**src/rtl/score_display_pkg.sv**
```systemverilog
// Shared types and constants for the sequential score display.
// Segment codes are active-low {g,f,e,d,c,b,a}.
package score_display_pkg;

   typedef enum logic [1:0] {
      IDLE    = 2'd0,
      CONVERT = 2'd1,
      COMMIT  = 2'd2
   } state_t;

   localparam logic [6:0] SEG_BLANK = 7'h7F;
   localparam logic [6:0] SEG_0     = 7'h40;
   localparam logic [6:0] SEG_1     = 7'h79;
   localparam logic [6:0] SEG_2     = 7'h24;
   localparam logic [6:0] SEG_3     = 7'h30;
   localparam logic [6:0] SEG_4     = 7'h19;
   localparam logic [6:0] SEG_5     = 7'h12;
   localparam logic [6:0] SEG_6     = 7'h02;
   localparam logic [6:0] SEG_7     = 7'h78;
   localparam logic [6:0] SEG_8     = 7'h00;
   localparam logic [6:0] SEG_9     = 7'h10;

   function automatic logic [63:0] pow10(input int n);
      logic [63:0] r;
      r = 64'd1;
      for (int i = 0; i < n; i++) r = r * 64'd10;
      return r;
   endfunction

endpackage

```
**src/rtl/seg7_encode.sv**
```systemverilog
// One decimal digit to active-low seven-segment pattern; combinational.
// Disabled or blanked digits drive all segments off.
module seg7_encode
   import score_display_pkg::*;
(
   input  logic [3:0] digit,
   input  logic       en,
   input  logic       blank,
   output logic [6:0] seg
);

   always_comb begin
      seg = SEG_BLANK;
      if (en && !blank) begin
         case (digit)
            4'd0:    seg = SEG_0;
            4'd1:    seg = SEG_1;
            4'd2:    seg = SEG_2;
            4'd3:    seg = SEG_3;
            4'd4:    seg = SEG_4;
            4'd5:    seg = SEG_5;
            4'd6:    seg = SEG_6;
            4'd7:    seg = SEG_7;
            4'd8:    seg = SEG_8;
            4'd9:    seg = SEG_9;
            default: seg = SEG_BLANK;
         endcase
      end
   end

endmodule

```
**src/rtl/score_display_seq.sv**
```systemverilog
// Sequential double-dabble score display: Load->Done in WIDTH+2 cycles, Load ignored while Busy.
// Define LEADING_ZERO_BLANK_EN to blank leading zero digits above the ones digit.
module score_display_seq
   import score_display_pkg::*;
#(
   parameter int WIDTH  = 13,
   parameter int DIGITS = 4
) (
   input  logic                  Clock,
   input  logic                  Reset,
   input  logic [WIDTH-1:0]      X,
   input  logic                  Load,
   input  logic                  Display,
   output logic                  Busy,
   output logic                  Done,
   output logic                  Overflow,
   output logic [7*DIGITS-1:0]   Screens
);

   localparam int          BW      = 4 * DIGITS;
   localparam int          CW      = $clog2(WIDTH + 1);
   localparam logic [63:0] OVF_LIM = pow10(DIGITS);

   state_t            state;
   logic [WIDTH-1:0]  sh;
   logic [BW-1:0]     bcd;
   logic [BW-1:0]     bcd_adj;
   logic [BW-1:0]     digits;
   logic [CW-1:0]     cnt;
   logic              ovf_pending;
   logic [DIGITS-1:0] blank;

   always_comb begin
      bcd_adj = bcd;
      for (int i = 0; i < DIGITS; i++) begin
         if (bcd[4*i +: 4] >= 4'd5) bcd_adj[4*i +: 4] = bcd[4*i +: 4] + 4'd3;
      end
   end

   always_ff @(posedge Clock) begin
      if (Reset) begin
         state       <= IDLE;
         Done        <= 1'b0;
         Overflow    <= 1'b0;
         digits      <= '0;
         sh          <= '0;
         bcd         <= '0;
         cnt         <= '0;
         ovf_pending <= 1'b0;
      end else begin
         Done <= 1'b0;
         case (state)
            IDLE: begin
               if (Load) begin
                  sh          <= X;
                  bcd         <= '0;
                  cnt         <= '0;
                  ovf_pending <= ({{(64-WIDTH){1'b0}}, X} >= OVF_LIM);
                  state       <= CONVERT;
               end
            end
            CONVERT: begin
               // Bits shifted out of the top nibble only matter when the
               // value overflows, and that case saturates at commit.
               {bcd, sh} <= {bcd_adj, sh} << 1;
               cnt       <= cnt + 1'b1;
               if (cnt == CW'(WIDTH - 1)) state <= COMMIT;
            end
            COMMIT: begin
               digits   <= ovf_pending ? {DIGITS{4'h9}} : bcd;
               Overflow <= ovf_pending;
               Done     <= 1'b1;
               state    <= IDLE;
            end
            default: state <= IDLE;
         endcase
      end
   end

   assign Busy = (state != IDLE);

`ifdef LEADING_ZERO_BLANK_EN
   logic lz_run;

   always_comb begin
      blank  = '0;
      lz_run = 1'b1;
      for (int i = DIGITS - 1; i > 0; i--) begin
         lz_run   = lz_run && (digits[4*i +: 4] == 4'd0);
         blank[i] = lz_run;
      end
   end
`else
   assign blank = '0;
`endif

   for (genvar g = 0; g < DIGITS; g++) begin : g_seg
      seg7_encode u_seg (
         .digit (digits[4*g +: 4]),
         .en    (Display),
         .blank (blank[g]),
         .seg   (Screens[7*g +: 7])
      );
   end

endmodule

```
**config.mk**
```make
export PLATFORM = sky130hd
export DESIGN_NAME = score_display_seq
export DESIGN_NICKNAME = d
export VERILOG_FILES = /design/src/rtl/score_display_pkg.sv /design/src/rtl/seg7_encode.sv /design/src/rtl/score_display_seq.sv
export SDC_FILE = /design/constraint.sdc
export NUM_CORES = 1
export LEC_CHECK = 0
export CAP_MARGIN = 10
export CORE_MARGIN = 1.5
export CORE_UTILIZATION = 30
export CTS_CLUSTER_SIZE = 16
export DETAILED_ROUTE_END_ITERATION = 8
export SLEW_MARGIN = 20
export SYNTH_ARGS = -nofsm -noshare
export SYNTH_HDL_FRONTEND = slang
export SYNTH_HIERARCHICAL = 1
export SYNTH_SLANG_ARGS = --single-unit
```
**constraint.sdc**
```tcl
create_clock -name Clock -period 1.84 [get_ports Clock]
set_clock_uncertainty 0.2 [all_clocks]
set_input_delay 0.184 -clock Clock [delete_from_list [all_inputs] [get_ports Clock]]
set_output_delay 0.184 -clock Clock [all_outputs]
set_load 0.05 [all_outputs]
```
* After elaboration in Yosys (flattened, before gate mapping)
Memories as Yosys holds them, arrays and structs flattened. A register that Yosys moved wholly into a read port is not among the register bits. Index checks and enable logic that the tools add are counted.
Storage, ports and cells: flip-flop bits (word level) 52, bits in read-only memories 448, input bits 17, logic and storage cells 55, memories 4
Memory list:
- (name not given) | words 16, bits a word 7, read ports 1, clocked after memory_dff 1, wr ports 0, line seg7_encode.sv:15 | case (digit)
- (name not given) | words 16, bits a word 7, read ports 1, clocked after memory_dff 1, wr ports 0, line seg7_encode.sv:15
- (name not given) | words 16, bits a word 7, read ports 1, clocked after memory_dff 1, wr ports 0, line seg7_encode.sv:15
- (name not given) | words 16, bits a word 7, read ports 1, clocked after memory_dff 1, wr ports 0, line seg7_encode.sv:15
Operators by class: add/subtract/negate cells 5, order comparisons 4, equality and inequality tests 5, mux-type cells 26, reduce and logical (&&, ||, !) cells 5
Operator list (count):
- 4-bit two-way mux | 12
- 16-bit one-hot mux with 2 select lines | 1
- 7-bit two-way mux | 4
- 13-bit one-hot mux with 2 select lines | 1
- 4-bit by 3-bit >= comparator with 1-bit output (second input constant) | 4
- 16-bit two-way mux | 1
- 13-bit two-way mux | 1
- 4-bit by 2-bit adder with 4-bit output (second input constant) | 3
- 4-bit one-hot mux with 2 select lines | 1
- 4-bit by 1-bit adder with 4-bit output (second input constant) | 1
- 4-bit equality test (second input constant) | 1
- 2-bit two-way mux | 2
- 2-bit != test (second input constant) | 2
- 2-bit one-hot mux with 2 select lines | 1
- 2-bit AND reduction | 2
- 2-bit nonzero test | 2
- 3-bit by 2-bit adder with 3-bit output (second input constant) | 1
- 3-bit two-way mux | 1
- 2-bit by 1-bit equality test with 1-bit output (second input constant) | 1
- 2-bit equality test (second input constant) | 1
- 2-bit logical NOT | 1
- 1-bit two-way mux | 1

* Depth between registers and ports, before layout
word-level depth 3, mapped depth 6

* Hierarchy
The synthesis kept the hierarchy.
By module, submodules not included:
- score_display_seq | instances 1, cells each 301, area each 2482.4 um^2
- seg7_encode | instances 4, cells each 29, area each 196.4 um^2

* Worst setup path after synthesis
No wires, ideal clock.
path type register to output, from register, netlist name digits[5], to output port Screens[10], data arrival time 1.959 ns, path slack -0.503 ns, cell stages (with the launch flop) 6, buffers on the path 0, path through dfxtp_1 -> inv_1 -> ha_1 -> nand2_1 -> o21ai_0 -> o21ai_0
RTL lines:
- to (decl) | line score_display_seq.sv:17 | output logic [7*DIGITS-1:0] Screens

==> impl_metrics.json <==
{
  "status": "finished, final reports clean",
  "crit_slowest_cell": "dfxtp_2",
  "whs_ns": 0.275,
  "synth_top_area_cell": "dfxtp_1",
  "crit_path_frequent_cell": "buf_6",
  "cts_buffer_depth": 2,
  "cts_sinks": 52,
  "crit_cells": 5,
  "hold_viol_final": 0,
  "max-cap-violations": 0,
  "setup_slack_ns": 0.00460,
  "cts-root-buf": "clkbuf_8",
  "avgSynthCellArea_um2": 7.84,
  "num_rows": 37,
  "cts-htree-levels": 2,
  "regArea_mm2": 0.00107,
  "reg2regPathDepth": 6,
  "grt_pass1_vias": 2740,
  "power_density_mw_per_mm2": 523,
  "die_x_um": 107,
  "layout-drive-gt1-share_pct": 32.2,
  "nFillCells": 1078,
  "grt_use_total_pct": 12.7,
  "synthCells": 417,
  "grt_pass1_wl_um": 12200,
  "multi_input_area_mm2": 0.00223,
  "cts_tree": "yes",
  "path_clk_slew_ns": 0.09,
  "totalWireLength_um": 7140,
  "max_freq_ghz": 0.545,
  "crit_type": "reg2out",
  "routed_via_density": 4.77,
  "switching_share_pct": 29.1,
  "combPwrFrac_pct": 19.5,
  "rsz0062_at_grt": "yes",
  "clock_latency_ns": 0.31,
  "ys_seq_elements": 52,
  "min_period_ns": 1.84,
  "hpwl_um": 4970,
  "p_leak_nw": 1.68,
  "utilization_pct": 42.1,
  "max-slew-margin-rel_pct": 53.0,
  "cts_buffers": 5,
  "critPathLaunchType": "flop",
  "grt_overflow": 0,
  "area_growth_pct": 34.8,
  "start_util_pct": 31.2,
  "crit_required_ns": 1.46,
  "synth.area.top_cells": "dfxtp_1, ha_1, a21oi_1",
  "grt_start_max_net_pins": 37,
  "mostFrequentLayoutCell": "a21oi_1",
  "vdd_drop_max_mv": 0.275,
  "fp.dieH_um": 107,
  "synth.distinct_cells": 39,
  "cp_num_buf_inv": 2,
  "internal-power_mw": 1.63,
  "setup_violations": 0,
  "io_pins": 48,
  "first_pass_iters": 4,
  "worstPathCellList": "buf_6, o21a_1, nor2_4, o21ai_1, buf_6",
  "synth_seq_area_share_pct": 31.9,
  "syn_area_mm2": 0.00327,
  "layout_common_cells": "a21oi_1, nor2_1, nand2_1",
  "dpl_worst_slack_ns": -0.0479,
  "wl_met2_um": 3270,
  "seqPwrFrac_pct": 50.8,
  "hold_path_depth": 2,
  "ctsHoldBuffers": 0,
  "first_iter_violations": 113,
  "die_area_mm2": 0.0115,
  "drtAntennaViolNets": 0,
  "drc": 0,
  "via_count": 2900,
  "topRoutingLayerUsed": "met4",
  "crit_path_end_kind": "output port",
  "synth.top_cell.area_share_pct": 31.9,
  "num_antenna_cells": 0,
  "final_nets": 519,
  "worstMarginPinSlew_ns": 0.704,
  "globalplace.congestion": 0.741,
  "power_frac_clock_pct": 29.7,
  "wl_per_cell_um": 11.8,
  "switchingPower_mw": 0.670,
  "crit_path_max_fanout": 6,
  "antenna_found_initial": 0,
  "fin_setup_tns_ns": 0,
  "wl_met1_um": 3520,
  "ys_warn_count": 6,
  "cpLargestDelayFamily": "flip-flops",
  "port_buffers": 46,
  "finalMaxSlewViolations": 0,
  "wl_met3_um": 248,
  "holdCritPathClass": "reg2reg",
  "crit_arrival_ns": 1.45,
  "coreArea_mm2": 0.0105,
  "post-route-period-util_pct": 99.8,
  "max_stage_delay_ns": 0.35
}
==> metrics by stage <==
stage,std cells,instance area (µm²),total power [mW]
finish,608,4400,2.30
global route,608,4400,2.41
CTS,607,4210,2.32
detailed placement,595,3940,1.63
global placement,595,3940,1.62
floorplan,421,3320,1.48
==> sequential cells by signal, indices dropped and copies added (netlist names) <==
| name | flops |
|---|---|
| cnt | 4 |
| sh | 13 |
| state | 2 |
| bcd | 16 |
| Done | 1 |
| digits | 16 |
==> power groups by stage <==
stage / Combinational (mW) / Clock [mW] / Sequential [mW]
floorplan: 0.287 / 0 / 1.20
global placement: 0.419 / 0 / 1.20
detailed placement: 0.426 / 0 / 1.20
CTS: 0.436 / 0.711 / 1.17
global route: 0.483 / 0.747 / 1.18
finish: 0.449 / 0.685 / 1.17
==> routing by layer <==
metal  vias to the layer above  GRT usage [%]
met2                        54           21.8
li1                       1528              -
met1                      1308           16.1
met5                         -              0
met4                         0           3.95
met3                        10           2.18
==> cell type report <==
type                            instances  area share, %
Timing Repair Buffer                   71           17.0
Clock buffer                            6           1.88
Sequential cell                        52           24.2
Tap cell                              136           3.86
Multi-Input combinational cell        317           50.6
Inverter                               25           2.24
Clock inverter                          1          0.199
==> Yosys cell counts <==
cell       instances
or3_1              1
clkbuf_1           6
dfxtp_1           52
o21ai_0           35
nor3_1             6
ha_1              30
nand2b_4           1
o221a_2            7
and2b_4            1
conb_1             1
nand3_1            6
a22o_1            10
buf_2             11
o21bai_1           1
a22oi_1            4
buf_4              8
nand3b_1           1
and4_1             2
a2111oi_4          1
buf_6              1
a21oi_1           59
xnor2_1            4
o21ai_2            4
mux2_2             1
nor2_1            45
inv_1             25
nor2_4             4
a2111oi_0          3
nand4_1            1
nor2b_1            7
nand2_1           47
or2_2              1
nand2b_1          14
a31oi_1            1
o21a_1             4
buf_1              1
xor2_1             2
a32oi_1            1
mux2i_1            8
==> final timing paths <==
| kind | slack (ns) | start | to |
|---|---|---|---|
| worst max-delay path | 0.005 | digits[1]$_SDFFE_PP0P_ | Screens[2] |
| worst min-delay path | 0.27 | bcd[15]$_SDFFE_PP0P_ | digits[15]$_SDFFE_PP0P_ |
| worst max register to register | 0.12 | bcd[1]$_SDFFE_PP0P_ | bcd[2]$_SDFFE_PP0P_ |
| worst min register to register | 0.27 | bcd[15]$_SDFFE_PP0P_ | digits[15]$_SDFFE_PP0P_ |
==> what timing repair did <==
item	4_1_cts	5_1_grt
pin swaps	10	19
setup buffers	5	1
gates resized for setup	52	50
setup endpoints to repair	16	29
gates cloned	0	0
==> cells by family (layout without fill, tap and decap cells) <==
family                   Yosys count  after routing  synth area share (%)
AO/OA/AOI/OAI                    130            130                  24.7
XOR/XNOR                           6              6                  1.61
adder cells (fa/ha/maj)           30             30                  11.5
buffers and inverters             52            103                  7.54
flip-flops                        52             52                  31.9
multiplexers                       9              9                  2.79
other                              1              5                 0.115
AND/OR/NAND/NOR                  137            137                  19.9
==> worst register-to-register path, delay by kind of cell, from the launching register on <==
family,cells,cell delay (ns)
AO/OA/AOI/OAI,2,0.48
flip-flops,1,0.40
adder cells (fa/ha/maj),1,0.17
AND/OR/NAND/NOR,1,0.13
multiplexers,1,0.12
buffers and inverters,1,0.09
Power figures use the tool's default switching activity.
